--- src/rtl/blackbox_pkg.sv ---
// rtl/blackbox_pkg.sv - shared constants and offset-removal helper for the BlackBoxAdd datapath
//
// Purpose: default data width / offset constant and the wrapping subtract
// used to turn an offset value back into its original operand.
// Ports: none (package).
package blackbox_pkg;

  localparam int DEFAULT_WIDTH     = 16;
  localparam int DEFAULT_ADD_CONST = 1;
  localparam int COUNT_WIDTH       = 16;

  // Wrapping subtract on a 32-bit carrier; callers truncate to their own
  // width, which yields the result modulo 2^WIDTH for any WIDTH <= 32.
  function automatic logic [31:0] remove_offset(input logic [31:0] value,
                                                input logic [31:0] offset);
    return value - offset;
  endfunction

endpackage

--- src/rtl/stream_fifo.sv ---
// rtl/stream_fifo.sv - power-of-two FIFO with extra-MSB pointers and occupancy
//
// Purpose: DEPTH-entry storage between the subtractor and the consumer.
// Ports:
//   clock, reset          rising-edge clock, asynchronous active-high reset
//   push, push_data       write request and data (ignored when full)
//   pop                   read request (ignored when empty)
//   pop_data              head entry, 0 when empty
//   full, empty           status flags derived from registered pointers
//   occupancy             number of stored entries, 0..DEPTH
module stream_fifo #(
  parameter int WIDTH = 16,
  parameter int DEPTH = 4
) (
  input  logic                       clock,
  input  logic                       reset,
  input  logic                       push,
  input  logic [WIDTH-1:0]           push_data,
  input  logic                       pop,
  output logic [WIDTH-1:0]           pop_data,
  output logic                       full,
  output logic                       empty,
  output logic [$clog2(DEPTH):0]     occupancy
);

  localparam int AW = $clog2(DEPTH);

  logic [WIDTH-1:0] mem [DEPTH];
  logic [AW:0]      wr_ptr;
  logic [AW:0]      rd_ptr;
  logic             push_ok;
  logic             pop_ok;

  assign empty     = (wr_ptr == rd_ptr);
  // Same slot but one lap apart: the writer has caught up with the reader.
  assign full      = (wr_ptr[AW-1:0] == rd_ptr[AW-1:0]) && (wr_ptr[AW] != rd_ptr[AW]);
  assign occupancy = wr_ptr - rd_ptr;
  assign push_ok   = push && !full;
  assign pop_ok    = pop && !empty;
  assign pop_data  = empty ? '0 : mem[rd_ptr[AW-1:0]];

  always_ff @(posedge clock or posedge reset) begin
    if (reset) begin
      wr_ptr <= '0;
      rd_ptr <= '0;
    end else begin
      if (push_ok) wr_ptr <= wr_ptr + 1'b1;
      if (pop_ok)  rd_ptr <= rd_ptr + 1'b1;
    end
  end

  // Storage needs no reset: an entry is only visible once a pointer covers it.
  always_ff @(posedge clock) begin
    if (push_ok) mem[wr_ptr[AW-1:0]] <= push_data;
  end

endmodule

--- src/rtl/blackbox_sub_stream.sv ---
// rtl/blackbox_sub_stream.sv - streaming offset removal with FIFO-buffered output
//
// Purpose: accepts offset values, subtracts ADD_CONST modulo 2^WIDTH and
// queues the recovered operands for the consumer.
// Ports:
//   clock, reset                       rising-edge clock, async active-high reset
//   io_in_valid/io_in_ready/io_in_bits    producer handshake and offset value
//   io_out_valid/io_out_ready/io_out_bits consumer handshake and recovered operand
//   io_count                           accepted inputs since reset, wrapping
//   io_occupancy                       current FIFO fill level
module blackbox_sub_stream
  import blackbox_pkg::*;
#(
  parameter int WIDTH     = DEFAULT_WIDTH,
  parameter int ADD_CONST = DEFAULT_ADD_CONST,
  parameter int DEPTH     = 4
) (
  input  logic                   clock,
  input  logic                   reset,
  input  logic                   io_in_valid,
  output logic                   io_in_ready,
  input  logic [WIDTH-1:0]       io_in_bits,
  output logic                   io_out_valid,
  input  logic                   io_out_ready,
  output logic [WIDTH-1:0]       io_out_bits,
  output logic [COUNT_WIDTH-1:0] io_count,
  output logic [$clog2(DEPTH):0] io_occupancy
);

  logic             full;
  logic             empty;
  logic             push;
  logic             pop;
  logic [WIDTH-1:0] recovered;

  // Ready comes from registered state only, so a pop in the same cycle never
  // opens a slot early; the freed entry is offered on the following cycle.
  assign io_in_ready  = !full && !reset;
  assign io_out_valid = !empty;
  assign push         = io_in_valid && io_in_ready;
  assign pop          = io_out_valid && io_out_ready;
  assign recovered    = WIDTH'(remove_offset(32'(io_in_bits), 32'(ADD_CONST)));

  stream_fifo #(
    .WIDTH (WIDTH),
    .DEPTH (DEPTH)
  ) u_fifo (
    .clock     (clock),
    .reset     (reset),
    .push      (push),
    .push_data (recovered),
    .pop       (pop),
    .pop_data  (io_out_bits),
    .full      (full),
    .empty     (empty),
    .occupancy (io_occupancy)
  );

  always_ff @(posedge clock or posedge reset) begin
    if (reset) begin
      io_count <= '0;
    end else if (push) begin
      io_count <= io_count + 1'b1;
    end
  end

endmodule

--- config.mk ---
export PLATFORM = sky130hd
export DESIGN_NAME = blackbox_sub_stream
export DESIGN_NICKNAME = d
export VERILOG_FILES = /design/src/rtl/blackbox_pkg.sv /design/src/rtl/stream_fifo.sv /design/src/rtl/blackbox_sub_stream.sv
export SDC_FILE = /design/constraint.sdc
export NUM_CORES = 1
export LEC_CHECK = 0
export BUFFER_PORTS_ARGS = -buffer_cell sky130_fd_sc_hd__buf_2
export CORE_UTILIZATION = 45
export CTS_CLUSTER_SIZE = 16
export DETAILED_ROUTE_END_ITERATION = 8
export GPL_TIMING_DRIVEN = 0
export PLACE_DENSITY = 0.72
export SLEW_MARGIN = 20
export SYNTH_ARGS = -nofsm -noshare
export SYNTH_HDL_FRONTEND = slang
export SYNTH_SLANG_ARGS = --single-unit
--- constraint.sdc ---
create_clock -name clock -period 2.19 [get_ports clock]
set_input_delay 0.219 -clock clock [delete_from_list [all_inputs] [get_ports clock]]
set_output_delay 0.219 -clock clock [all_outputs]
set_load 0.005 [all_outputs]
==> reports/results.ini <==
[pwr]
p_leak_nw=1.84
power_density_nw_per_um2=1230
vdd_ir_drop_max_mv=0.565

[floorplanning]
die_y_microns=94.5
core_sq_um=8260
start_util_pct=46.7
die_x_microns=94.5
fp.dieArea_sq_um=8930
ios=57
rows=33

[clocking]
cts_made_buffers=9
cts_tree=done
clk_latency_ns=0.35
clockRootBuffer=clkbuf_8
cts.path.max_buffers=2
cts_num_sinks=86
clkTransAtPathRegs_ns=0.09
htree_levels=3

[sta]
period_needed_ns=2.08
tns_ns=0
finalHoldViolCount=0
grt_setup_unrepaired=false
worst_slack_ns=0.113
slew_headroom_pct=41.6
drv_slew=0
fin_skew_ns=0.00873
min_period_over_period_pct=94.8
setup_violations=0
tightest_slew_ns=0.875
timing.fmax_ghz=0.482

[worst_setup_path]
r2r_end=u_fifo.mem[2][15]$_DFFE_PP_
cp.required_ns=1.97
cp.arrival_ns=1.86
endpoint=io_out_bits[7]
critPathKind=reg -> out
crit_fanout=10
reg2reg_from=u_fifo.wr_ptr[0]$_DFFE_PP0N_
cp-start-kind=flip-flop
rrSetupSlack_ns=0.17
ff2ff_path_depth=6
startpoint=u_fifo.rd_ptr[0]$_DFFE_PP0P_
worstSetupEndpointType=primary output

[drt]
vias=2243
firstDrtPassIters=6
viasPerCell=5.28
post_drt_wl_per_cell_microns=16.7
drc=0
finalWirelength_microns=7090
drt_iter0_drc=106
ant_nets=0

[grt]
overflow=0
grt_pass1_wl_microns=11300
grt_antenna_before_repair=0
grt_use_total_pct=17.6
grt_pass1_vias=2241
grt_max_degree=24

[finish]
fin_nets=345
syn_to_final_growth_pct=19.2
utilization_pct=55.6
final_cells=425
drive_above_1_share_pct=36.3
fin_area_sq_um=4590
diodes=0

[synthesis]
syn_inst=242
ys_seq_area_share_pct=64.2
syn_avg_cell_area_sq_um=15.9
synth_edf_count=64
synth.ff_latch_count=86
synth_area_sq_um=3850
syn_nets=272
synthArstFlopShare_pct=25.6
synth_flop_cell=edfxtp_1
ys.warnings.count=0
yosysUniqueCellTypes=33

[place]
dp_slack_ns=-0.546
place_congestion=0.693
dp_hpwl_microns=4700
numPlacedInstances=403
placed_area_sq_um=4270
port_buffers=56

[status]
status=completed

[flow_run]
max_cap_violations=0

[min_path]
hp-class=in -> async

cells in the mapped netlist (4+ instances only):
cell / number / area (sq um)
xor2_1: 17 / 149
nand4_1: 4 / 25.0
xnor2_1: 17 / 149
ha_1: 9 / 113
dfrtp_1: 22 / 551
and3_1: 8 / 50.1
edfxtp_1: 64 / 1920
inv_1: 10 / 37.5
nand3_1: 7 / 35.0
and2_1: 17 / 106
nand2_1: 9 / 33.8
nor3_1: 8 / 40.0
mux4_2: 16 / 360
nor2_1: 9 / 33.8
registers in the layout, indices dropped and copies added (netlist names):
signal         count
u_fifo.mem        64
io_count          16
u_fifo.rd_ptr      3
u_fifo.wr_ptr      3
area by class of cell:
type / count / area [sq um]
Clock buffer: 9 / 124
Multi-Input combinational cell: 140 / 1340
Buffer: 5 / 73.8
Sequential cell: 86 / 2470
Clock inverter: 7 / 80.1
Timing Repair Buffer: 63 / 333
Inverter: 10 / 37.5
Tap cell: 105 / 131
Fill cell: 685 / 3660
per-stage QoR:
stage          total power, W  hold WS (ns)
2_1_floorplan         0.00351         0.225
3_3_place_gp          0.00426         0.454
3_5_place_dp          0.00430         0.458
4_1_cts               0.00574        0.0617
5_1_grt               0.00604         0.111
6_report              0.00565        0.0455
report_power, final:
group          internal (W)  total [W]  switching, W  leakage [nW]
registers           0.00202    0.00218      0.000152         0.865
logic               0.00125    0.00233       0.00108         0.873
clock network      0.000545    0.00114      0.000599         0.103
total               0.00382    0.00565       0.00183          1.84
worst min-delay path by stage:
stage,start,slack (ns),cells past startpoint,endpoint
detailed placement,reset,0.46,2,io_count[15]$_DFFE_PP0N_
CTS,reset,0.06,2,io_count[5]$_DFFE_PP0N_
floorplan,reset,0.22,1,io_count[0]$_DFFE_PP0N_
global route,reset,0.11,2,io_count[11]$_DFFE_PP0N_
global placement,io_count[15]$_DFFE_PP0N_,0.45,1,io_count[15]$_DFFE_PP0N_
finish,reset,0.05,2,io_count[5]$_DFFE_PP0N_
critical path, cell delays in order (launching register included):
cell	delay, ns
dfrtp_1	0.41
buf_6	0.13
buf_8	0.16
mux4_2	0.51
and2_1	0.17
buf_2	0.13
kinds of logic (layout without fill, tap and decap cells):
kind of cell	Yosys count	after routing	synth area share [%]
multiplexers	19	19	10.2
buffers and inverters	16	94	2.11
AND/OR/NAND/NOR	73	73	10.9
AO/OA/AOI/OAI	3	3	0.942
XOR/XNOR	35	35	8.15
flip-flops	86	86	64.2
adder cells (fa/ha/maj)	10	10	3.44
cell usage in the layout, fill, tap and decap left out, drive strengths merged, types with 8 or more instances in the layout:
| master | n |
|---|---|
| edfxtp | 64 |
| and2 | 17 |
| nand3 | 8 |
| nor3 | 9 |
| xnor2 | 18 |
| inv | 14 |
| nand2 | 10 |
| nor2 | 9 |
| xor2 | 17 |
| ha | 9 |
| buf | 67 |
| and3 | 8 |
| dfrtp | 22 |
| mux4 | 16 |
| clkbuf | 10 |
metal layers:
metal	GRT usage (%)	routed length, microns	vias to the layer above
met4	5.68	97	0
met2	30.9	3780	52
met3	5.07	307	9
li1	-	-	1040
met5	0	0	-
met1	20.9	2910	1142
repair_timing:
| action | in CTS | in global routing |
|---|---|---|
| setup endpoints to repair | 98 | 64 |
| resized for setup | 18 | 1 |
| buffers inserted | 6 | 1 |
| hold buffers | 0 | 0 |
| hold endpoints to repair | 0 | 0 |
Note: power is estimated with default switching activity, not from simulation.
